### config.mk
export PLATFORM = sky130hd
export DESIGN_NAME = write_back_stage_flat
export DESIGN_NICKNAME = d
export VERILOG_FILES = /design/src/rtl/write_back_stage_if.sv /design/src/rtl/write_back_stage.sv /design/src/flat_wrapper.sv
export SDC_FILE = /design/constraint.sdc
export NUM_CORES = 1
export LEC_CHECK = 0
export CAP_MARGIN = 25
export CORE_MARGIN = 2
export CORE_UTILIZATION = 49
export CTS_CLUSTER_SIZE = 30
export DETAILED_ROUTE_END_ITERATION = 6
export GPL_TIMING_DRIVEN = 1
export PLACE_DENSITY = 0.78
export SYNTH_ARGS = -nofsm -noshare
export SYNTH_HDL_FRONTEND = slang
export SYNTH_SLANG_ARGS = --single-unit
### constraint.sdc
create_clock -name clk -period 23.4 [get_ports clk]
set_input_delay 7.02 -clock clk [delete_from_list [all_inputs] [get_ports clk]]
set_output_delay 7.02 -clock clk [all_outputs]
set_load 0.02 [all_outputs]
### src/rtl/write_back_stage_if.sv
// Select encodings shared by the write-back stage and its port bundle.
// The package lives here so it is compiled ahead of every user.
package common;
  typedef enum logic [1:0] {
    PC_NEXT   = 2'd0,
    PC_BRANCH = 2'd1
  } pc_sel_t;

  typedef enum logic [2:0] {
    RI_TYPE_LUI = 3'd0,
    LOAD        = 3'd1,
    JUMP        = 3'd2,
    ZICSR       = 3'd3,
    WB_MRET     = 3'd4,
    WB_NONE     = 3'd5
  } wb_sel_t;
endpackage

interface write_back_stage_if #(
  parameter int XLEN  = 32,
  parameter int CNT_W = 32
);
  localparam int OFF_W = $clog2(XLEN / 8);

  logic                 in_valid;
  logic                 in_ready;
  logic [XLEN-1:0]      in_pc;
  logic [XLEN-1:0]      in_pc_plus_4;
  logic [XLEN-1:0]      in_pc_branch;
  common::pc_sel_t      in_pc_sel;
  common::wb_sel_t      in_wb_sel;
  logic [4:0]           in_rd;
  logic [XLEN-1:0]      in_alu_result;
  logic [XLEN-1:0]      in_csr_data;
  logic [1:0]           in_ld_size;
  logic                 in_ld_unsigned;
  logic [OFF_W-1:0]     in_ld_offset;
  logic [XLEN-1:0]      mem_rdata;
  logic                 mem_rvalid;
  logic                 flush;
  logic                 rf_wr_en;
  logic [4:0]           rf_wr_addr;
  logic [XLEN-1:0]      rf_wr_data;
  logic [XLEN-1:0]      pc_next;
  logic                 pc_next_valid;
  logic                 retire;
  logic [CNT_W-1:0]     retire_count;

  modport master (
    output in_valid, in_pc, in_pc_plus_4, in_pc_branch, in_pc_sel, in_wb_sel,
           in_rd, in_alu_result, in_csr_data, in_ld_size, in_ld_unsigned,
           in_ld_offset, mem_rdata, mem_rvalid, flush,
    input  in_ready, rf_wr_en, rf_wr_addr, rf_wr_data, pc_next, pc_next_valid,
           retire, retire_count
  );

  modport slave (
    input  in_valid, in_pc, in_pc_plus_4, in_pc_branch, in_pc_sel, in_wb_sel,
           in_rd, in_alu_result, in_csr_data, in_ld_size, in_ld_unsigned,
           in_ld_offset, mem_rdata, mem_rvalid, flush,
    output in_ready, rf_wr_en, rf_wr_addr, rf_wr_data, pc_next, pc_next_valid,
           retire, retire_count
  );
endinterface

### src/rtl/write_back_stage.sv
// Write-back stage: retires one instruction per cycle, stalling only on late load data.
//   state    | meaning
//   IDLE     | ready for a new instruction
//   WAIT_MEM | load accepted, fields latched, waiting for mem_rvalid or flush
module write_back_stage #(
  parameter int XLEN  = 32,
  parameter int CNT_W = 32
) (
  input logic               clk,
  input logic               rst_n,
  write_back_stage_if.slave bus
);
  import common::*;

  localparam int OFF_W = $clog2(XLEN / 8);

  typedef enum logic {IDLE, WAIT_MEM} state_t;

  state_t state, state_nxt;
  logic   complete;
  logic   latch_en;

  logic [XLEN-1:0]  lat_pc_plus_4, lat_pc_branch, lat_alu, lat_csr;
  pc_sel_t          lat_pc_sel;
  wb_sel_t          lat_wb_sel;
  logic [4:0]       lat_rd;
  logic [1:0]       lat_ld_size;
  logic             lat_ld_unsigned;
  logic [OFF_W-1:0] lat_ld_offset;

  logic [XLEN-1:0]  cur_pc_plus_4, cur_pc_branch, cur_alu, cur_csr;
  pc_sel_t          cur_pc_sel;
  wb_sel_t          cur_wb_sel;
  logic [4:0]       cur_rd;
  logic [1:0]       cur_ld_size;
  logic             cur_ld_unsigned;
  logic [OFF_W-1:0] cur_ld_offset;

  logic [XLEN-1:0]  ld_raw, ld_val, wb_data, pc_val;
  logic             wb_wen;

  assign bus.in_ready = (state == IDLE);

  always_comb begin
    state_nxt = state;
    complete  = 1'b0;
    latch_en  = 1'b0;
    case (state)
      IDLE: begin
        if (bus.in_valid) begin
          if (bus.in_wb_sel == LOAD && !bus.mem_rvalid) begin
            latch_en  = 1'b1;
            state_nxt = WAIT_MEM;
          end else begin
            complete = 1'b1;
          end
        end
      end
      WAIT_MEM: begin
        // flush wins even when the load data shows up in the same cycle
        if (bus.flush) begin
          state_nxt = IDLE;
        end else if (bus.mem_rvalid) begin
          complete  = 1'b1;
          state_nxt = IDLE;
        end
      end
      default: state_nxt = IDLE;
    endcase
  end

  always_comb begin
    if (state == WAIT_MEM) begin
      cur_pc_plus_4   = lat_pc_plus_4;
      cur_pc_branch   = lat_pc_branch;
      cur_alu         = lat_alu;
      cur_csr         = lat_csr;
      cur_pc_sel      = lat_pc_sel;
      cur_wb_sel      = lat_wb_sel;
      cur_rd          = lat_rd;
      cur_ld_size     = lat_ld_size;
      cur_ld_unsigned = lat_ld_unsigned;
      cur_ld_offset   = lat_ld_offset;
    end else begin
      cur_pc_plus_4   = bus.in_pc_plus_4;
      cur_pc_branch   = bus.in_pc_branch;
      cur_alu         = bus.in_alu_result;
      cur_csr         = bus.in_csr_data;
      cur_pc_sel      = bus.in_pc_sel;
      cur_wb_sel      = bus.in_wb_sel;
      cur_rd          = bus.in_rd;
      cur_ld_size     = bus.in_ld_size;
      cur_ld_unsigned = bus.in_ld_unsigned;
      cur_ld_offset   = bus.in_ld_offset;
    end
  end

  assign ld_raw = bus.mem_rdata >> {cur_ld_offset, 3'b000};

  // A double load on a 32-bit datapath degrades to a word load.
  always_comb begin
    ld_val = '0;
    case (cur_ld_size)
      2'd0: ld_val = cur_ld_unsigned ? XLEN'(ld_raw[7:0])  : XLEN'($signed(ld_raw[7:0]));
      2'd1: ld_val = cur_ld_unsigned ? XLEN'(ld_raw[15:0]) : XLEN'($signed(ld_raw[15:0]));
      2'd2: ld_val = cur_ld_unsigned ? XLEN'(ld_raw[31:0]) : XLEN'($signed(ld_raw[31:0]));
      default: begin
        if (XLEN == 64) ld_val = ld_raw;
        else ld_val = cur_ld_unsigned ? XLEN'(ld_raw[31:0]) : XLEN'($signed(ld_raw[31:0]));
      end
    endcase
  end

  always_comb begin
    wb_data = '0;
    wb_wen  = 1'b0;
    case (cur_wb_sel)
      RI_TYPE_LUI: begin wb_data = cur_alu;       wb_wen = 1'b1; end
      LOAD:        begin wb_data = ld_val;        wb_wen = 1'b1; end
      JUMP:        begin wb_data = cur_pc_plus_4; wb_wen = 1'b1; end
      ZICSR:       begin wb_data = cur_csr;       wb_wen = 1'b1; end
      default:     begin wb_data = '0;            wb_wen = 1'b0; end
    endcase
  end

  always_comb begin
    pc_val = '0;
    case (cur_pc_sel)
      PC_BRANCH: pc_val = cur_alu[0] ? cur_pc_branch : cur_pc_plus_4;
      PC_NEXT:   pc_val = cur_pc_plus_4;
      default:   pc_val = '0;
    endcase
  end

  always_ff @(posedge clk) begin
    if (!rst_n) begin
      state             <= IDLE;
      bus.rf_wr_en      <= 1'b0;
      bus.rf_wr_addr    <= '0;
      bus.rf_wr_data    <= '0;
      bus.pc_next       <= '0;
      bus.pc_next_valid <= 1'b0;
      bus.retire        <= 1'b0;
      bus.retire_count  <= '0;
    end else begin
      state             <= state_nxt;
      bus.rf_wr_en      <= complete && wb_wen && (cur_rd != 5'd0);
      bus.pc_next_valid <= complete;
      bus.retire        <= complete;
      if (complete) begin
        bus.rf_wr_addr   <= cur_rd;
        bus.rf_wr_data   <= wb_data;
        bus.pc_next      <= pc_val;
        bus.retire_count <= bus.retire_count + CNT_W'(1);
      end
    end
  end

  always_ff @(posedge clk) begin
    if (latch_en) begin
      lat_pc_plus_4   <= bus.in_pc_plus_4;
      lat_pc_branch   <= bus.in_pc_branch;
      lat_alu         <= bus.in_alu_result;
      lat_csr         <= bus.in_csr_data;
      lat_pc_sel      <= bus.in_pc_sel;
      lat_wb_sel      <= bus.in_wb_sel;
      lat_rd          <= bus.in_rd;
      lat_ld_size     <= bus.in_ld_size;
      lat_ld_unsigned <= bus.in_ld_unsigned;
      lat_ld_offset   <= bus.in_ld_offset;
    end
  end
endmodule

### src/flat_wrapper.sv
// flat-port wrapper written by rule: the top's interface ports become plain ports
module write_back_stage_flat import common::*;
#(
  parameter int XLEN  = 32,
  parameter int CNT_W = 32
)
  (clk, rst_n, bus_in_valid, bus_in_pc, bus_in_pc_plus_4, bus_in_pc_branch, bus_in_pc_sel, bus_in_wb_sel, bus_in_rd, bus_in_alu_result, bus_in_csr_data, bus_in_ld_size, bus_in_ld_unsigned, bus_in_ld_offset, bus_mem_rdata, bus_mem_rvalid, bus_flush, bus_in_ready, bus_rf_wr_en, bus_rf_wr_addr, bus_rf_wr_data, bus_pc_next, bus_pc_next_valid, bus_retire, bus_retire_count);
  write_back_stage_if #(.XLEN(XLEN), .CNT_W(CNT_W)) bus_i ();
  input logic clk;
  input logic rst_n;
  input wire logic [$bits(bus_i.in_valid)-1:0] bus_in_valid;
  input wire logic [$bits(bus_i.in_pc)-1:0] bus_in_pc;
  input wire logic [$bits(bus_i.in_pc_plus_4)-1:0] bus_in_pc_plus_4;
  input wire logic [$bits(bus_i.in_pc_branch)-1:0] bus_in_pc_branch;
  input wire logic [$bits(bus_i.in_pc_sel)-1:0] bus_in_pc_sel;
  input wire logic [$bits(bus_i.in_wb_sel)-1:0] bus_in_wb_sel;
  input wire logic [$bits(bus_i.in_rd)-1:0] bus_in_rd;
  input wire logic [$bits(bus_i.in_alu_result)-1:0] bus_in_alu_result;
  input wire logic [$bits(bus_i.in_csr_data)-1:0] bus_in_csr_data;
  input wire logic [$bits(bus_i.in_ld_size)-1:0] bus_in_ld_size;
  input wire logic [$bits(bus_i.in_ld_unsigned)-1:0] bus_in_ld_unsigned;
  input wire logic [$bits(bus_i.in_ld_offset)-1:0] bus_in_ld_offset;
  input wire logic [$bits(bus_i.mem_rdata)-1:0] bus_mem_rdata;
  input wire logic [$bits(bus_i.mem_rvalid)-1:0] bus_mem_rvalid;
  input wire logic [$bits(bus_i.flush)-1:0] bus_flush;
  output wire logic [$bits(bus_i.in_ready)-1:0] bus_in_ready;
  output wire logic [$bits(bus_i.rf_wr_en)-1:0] bus_rf_wr_en;
  output wire logic [$bits(bus_i.rf_wr_addr)-1:0] bus_rf_wr_addr;
  output wire logic [$bits(bus_i.rf_wr_data)-1:0] bus_rf_wr_data;
  output wire logic [$bits(bus_i.pc_next)-1:0] bus_pc_next;
  output wire logic [$bits(bus_i.pc_next_valid)-1:0] bus_pc_next_valid;
  output wire logic [$bits(bus_i.retire)-1:0] bus_retire;
  output wire logic [$bits(bus_i.retire_count)-1:0] bus_retire_count;
  assign bus_i.in_valid = bus_in_valid;
  assign bus_i.in_pc = bus_in_pc;
  assign bus_i.in_pc_plus_4 = bus_in_pc_plus_4;
  assign bus_i.in_pc_branch = bus_in_pc_branch;
  assign bus_i.in_pc_sel = bus_in_pc_sel;
  assign bus_i.in_wb_sel = bus_in_wb_sel;
  assign bus_i.in_rd = bus_in_rd;
  assign bus_i.in_alu_result = bus_in_alu_result;
  assign bus_i.in_csr_data = bus_in_csr_data;
  assign bus_i.in_ld_size = bus_in_ld_size;
  assign bus_i.in_ld_unsigned = bus_in_ld_unsigned;
  assign bus_i.in_ld_offset = bus_in_ld_offset;
  assign bus_i.mem_rdata = bus_mem_rdata;
  assign bus_i.mem_rvalid = bus_mem_rvalid;
  assign bus_i.flush = bus_flush;
  assign bus_in_ready = bus_i.in_ready;
  assign bus_rf_wr_en = bus_i.rf_wr_en;
  assign bus_rf_wr_addr = bus_i.rf_wr_addr;
  assign bus_rf_wr_data = bus_i.rf_wr_data;
  assign bus_pc_next = bus_i.pc_next;
  assign bus_pc_next_valid = bus_i.pc_next_valid;
  assign bus_retire = bus_i.retire;
  assign bus_retire_count = bus_i.retire_count;
  write_back_stage #(.XLEN(XLEN), .CNT_W(CNT_W)) u_core (.clk(clk), .rst_n(rst_n), .bus(bus_i));
endmodule
==> metrics.md <==
| Metric | Value |
|---|---|
| Routed len/inst | 20.9 um |
| Required time worst endpoint | 23.55 ns |
| Worst Clk Skew | 0.0168 ns |
| P_sw | 241 uW |
| Commonest non-fill, non-tap cells in the layout | clkdlybuf4s50_1 (283), mux2i_1 (143), edfxtp_1 (143), dfxtp_1 (103), nand2_1 (85) |
| Comb power frac | 13.0% |
| Max FO, Critical Path | 75 |
| Finished Layout Cells | 1677 |
| CP max stage cell | buf_4 |
| Placer Congestion | 0.853 |
| Ports | 317 |
| Vias in the first global route | 9421 |
| Setup slack after layout | 13.14 ns |
| RSZ-0062 raised after global routing | false |
| Fillers | 1949 |
| Pwr/cell area | 63.7 mW/mm2 |
| # rows | 57 |
| Root Driver | clkbuf_16 |
| Fmax | 97.4 MHz |
| Die Ht | 161 um |
| Setup Fix Bufs, Post-CTS | 0 |
| PortBufs | 284 |
| CTS tree | done |
| CTS max path bufs | 3 |
| Initial core utilization | 49.8% |
| Initial antenna violation count | 5 |
| Maximum number of pins on one net before global-route repair | 85 |
| Register area share after synthesis | 52.6% |
| Vias | 9665 |
| Unique masters post-synth | 71 |
| Yosys reg bits | 247 |
| Total overflow reported by the global router | 0 |
| CTS sink count | 247 |
| Number of synthesized flops with an enable pin | 143 |
| Crit-path max cell delay | 0.87 ns |
| VDD IR max | 56.6 uV |
| Post-synth ARST share | 0% |
| Post-DR vias/cell | 5.76 |
| ANT nets after route | 0 |
| Slew Viols, Final | 0 |
| Syn_area_per_cell | 11.3 um2 |
| # setup viols final | 0 |
| Status | complete, no violations |
| Top-area cell type share of the netlist area | 35.4% |
| Skew-Pair Late Insertion Delay | 0.54 ns |
| Final HPWL DP | 24800 um |
| CTS Hold Buffers Added | 0 |
| Max-cap violations | 0 |
| CP endpoint kind | register |
| Post-route minimum period | 10.26 ns |
| Cts repair resizes | 0 |
| First DRT Iteration DRCs | 755 |
| Yosys warning total | 0 |
| # placed instances | 1616 |
| CP most frequent cell | buf_4 |
| Actual slew at the worst max-slew pin | 0.997 ns |
| Layout cell share with drive strength beyond 1 | 8.40% |
| Mapped Area | 0.0121 mm2 |
| DRC viols | 0 |
| Seq pwr share | 46.6% |
| Crit path arrival time | 10.41 ns |
| H-tree depth | 1 |
| Die X | 161 um |
| Worst Setup Start Kind | input port |
| Switching share of power | 23.8% |
| Post-synth top area cell | edfxtp_1 |
| WL final | 35100 um |
| Layout Nets | 1537 |
| Largest cells by area after synthesis | edfxtp_1 (35%), dfxtp_1 (17%), mux2i_1 (12%) |
| Mapped Cells | 1073 |
| First-pass GRT wire length | 53400 um |
| Syn nets | 1286 |
| Placed inst area | 0.0150 mm2 |
| Leak pwr | 0.00527 uW |
| Final Hold Violating Endpoints | 0 |
| Total track usage | 26.2% |
| DRT Pass-1 Iters | 7 |
| TritonCTS Buffers | 28 |
| Clock-pin slew on the worst setup and hold paths | 0.06 ns |
| Main synth FF type | edfxtp_1 |
| Max-slew headroom | 32.1% |
| Design area | 0.0159 mm2 |
| Critical path cell sequence | clkdlybuf4s50_1 > or4b_4 > nor3b_2 > buf_4 > buf_4 |
| Core Region | 0.0243 mm2 |
| Fin Setup TNS | 0 ns |
| Pre-CTS setup slack | 12.62 ns |
| Period utilization | 43.9% |
| Commonest non-fill, non-tap cell in the layout | clkdlybuf4s50_1 |
| Worst hold path type | register to register |
| Clock share of power | 40.4% |
| Pint | 773 uW |
| Die area | 0.0260 mm2 |
| CP Class | input port to register |
| Layout overhead on the synthesized area | 31.5% |
==> cell type report <==
type / count / area (um2) / area share (%)
antenna: 7 / 17.5 / 0.110
clock buffer: 47 / 833 / 5.23
clock inverter: 5 / 22.5 / 0.141
inverter: 8 / 30.0 / 0.188
multi-input combinational: 737 / 5260 / 33.0
sequential: 247 / 6380 / 40.0
tap: 324 / 405 / 2.54
timing repair buffer: 302 / 2990 / 18.7
==> stage by stage <==
stage               hold WS (ns)  power, uW  utilization [%]
floorplan                  0.498        550                -
global placement           0.442        609             61.7
detailed placement         0.450        612             61.8
CTS                        0.461       1020             65.3
global route               0.488       1050             65.5
finish                     0.459       1010             65.5
==> power by group through the flow <==
stage               clock network (uW)  registers, uW  logic [uW]
finish                             410            473         132
global route                       431            474         141
CTS                                416            473         131
detailed placement                   0            482         130
global placement                     0            481         128
floorplan                            0            489        61.0
==> cells in the mapped netlist, types with 5 or more instances <==
master / number
nor3b_1: 23
and2_1: 18
xnor2_1: 11
nand2b_1: 11
inv_1: 8
o311ai_0: 6
mux2i_1: 144
a221oi_1: 20
nand3_1: 7
and3_1: 5
a22oi_1: 5
or3_1: 6
a22o_1: 24
nand4_1: 9
o21ai_0: 50
buf_4: 19
edfxtp_1: 143
nor3_1: 17
a221o_1: 5
buf_2: 13
o22ai_1: 45
nor2_1: 66
o211a_1: 6
nor2b_1: 6
nor3b_2: 5
a21oi_1: 65
a21boi_0: 5
nand2_1: 85
clkbuf_1: 33
dfxtp_1: 104
mux2_2: 29
buf_6: 15
==> logic make-up (layout without fill, tap and decap cells) <==
kind of cell | count (synthesis) | after routing | synth area share (%)
AOI/OAI and AO/OA | 269 | 269 | 15.0
xor gates and xnor gates | 14 | 14 | 1.01
adders and majority gates | 1 | 1 | 0.103
buffers and inverters | 89 | 362 | 4.41
DFF | 247 | 247 | 52.6
muxes | 177 | 177 | 15.2
other | 0 | 7 | 0
and+or+nand+nor | 276 | 276 | 11.7
==> worst max-delay path, delay by kind of cell <==
family / cells / cell delay [ns]
buffers and inverters: 3 / 2.44
AND/OR/NAND/NOR: 2 / 0.76
==> registers in the layout (all words and copies together) (netlist names), 5 cells and up <==
name,flops
u_core.lat_alu,32
u_core.bus.retire_count,32
u_core.lat_csr,32
u_core.lat_rd,5
u_core.lat_pc_branch,32
u_core.bus.rf_wr_addr,5
u_core.lat_pc_plus_4,32
u_core.bus.pc_next,32
u_core.bus.rf_wr_data,32
==> final timing paths <==
path,start,endpoint,slack (ns),cells past startpoint
hold / removal,u_core.bus.rf_wr_data[15],u_core.bus.rf_wr_data[15],0.46,2
hold reg to reg,u_core.bus.rf_wr_data[15],u_core.bus.rf_wr_data[15],0.46,2
setup reg to reg,u_core.state,u_core.bus.rf_wr_data[12],19.43,6
setup / recovery,bus_in_wb_sel[0],u_core.lat_ld_unsigned,13.14,5
==> routing by layer <==
layer	up-vias	GRT usage, %	part of all wire [%]
met5	-	0	0
met4	0	10.7	3.7
met3	69	4.49	6.1
met2	351	42.6	47
met1	4653	34.9	43
li1	4592	-	-
(Power assumes the default switching activity.)
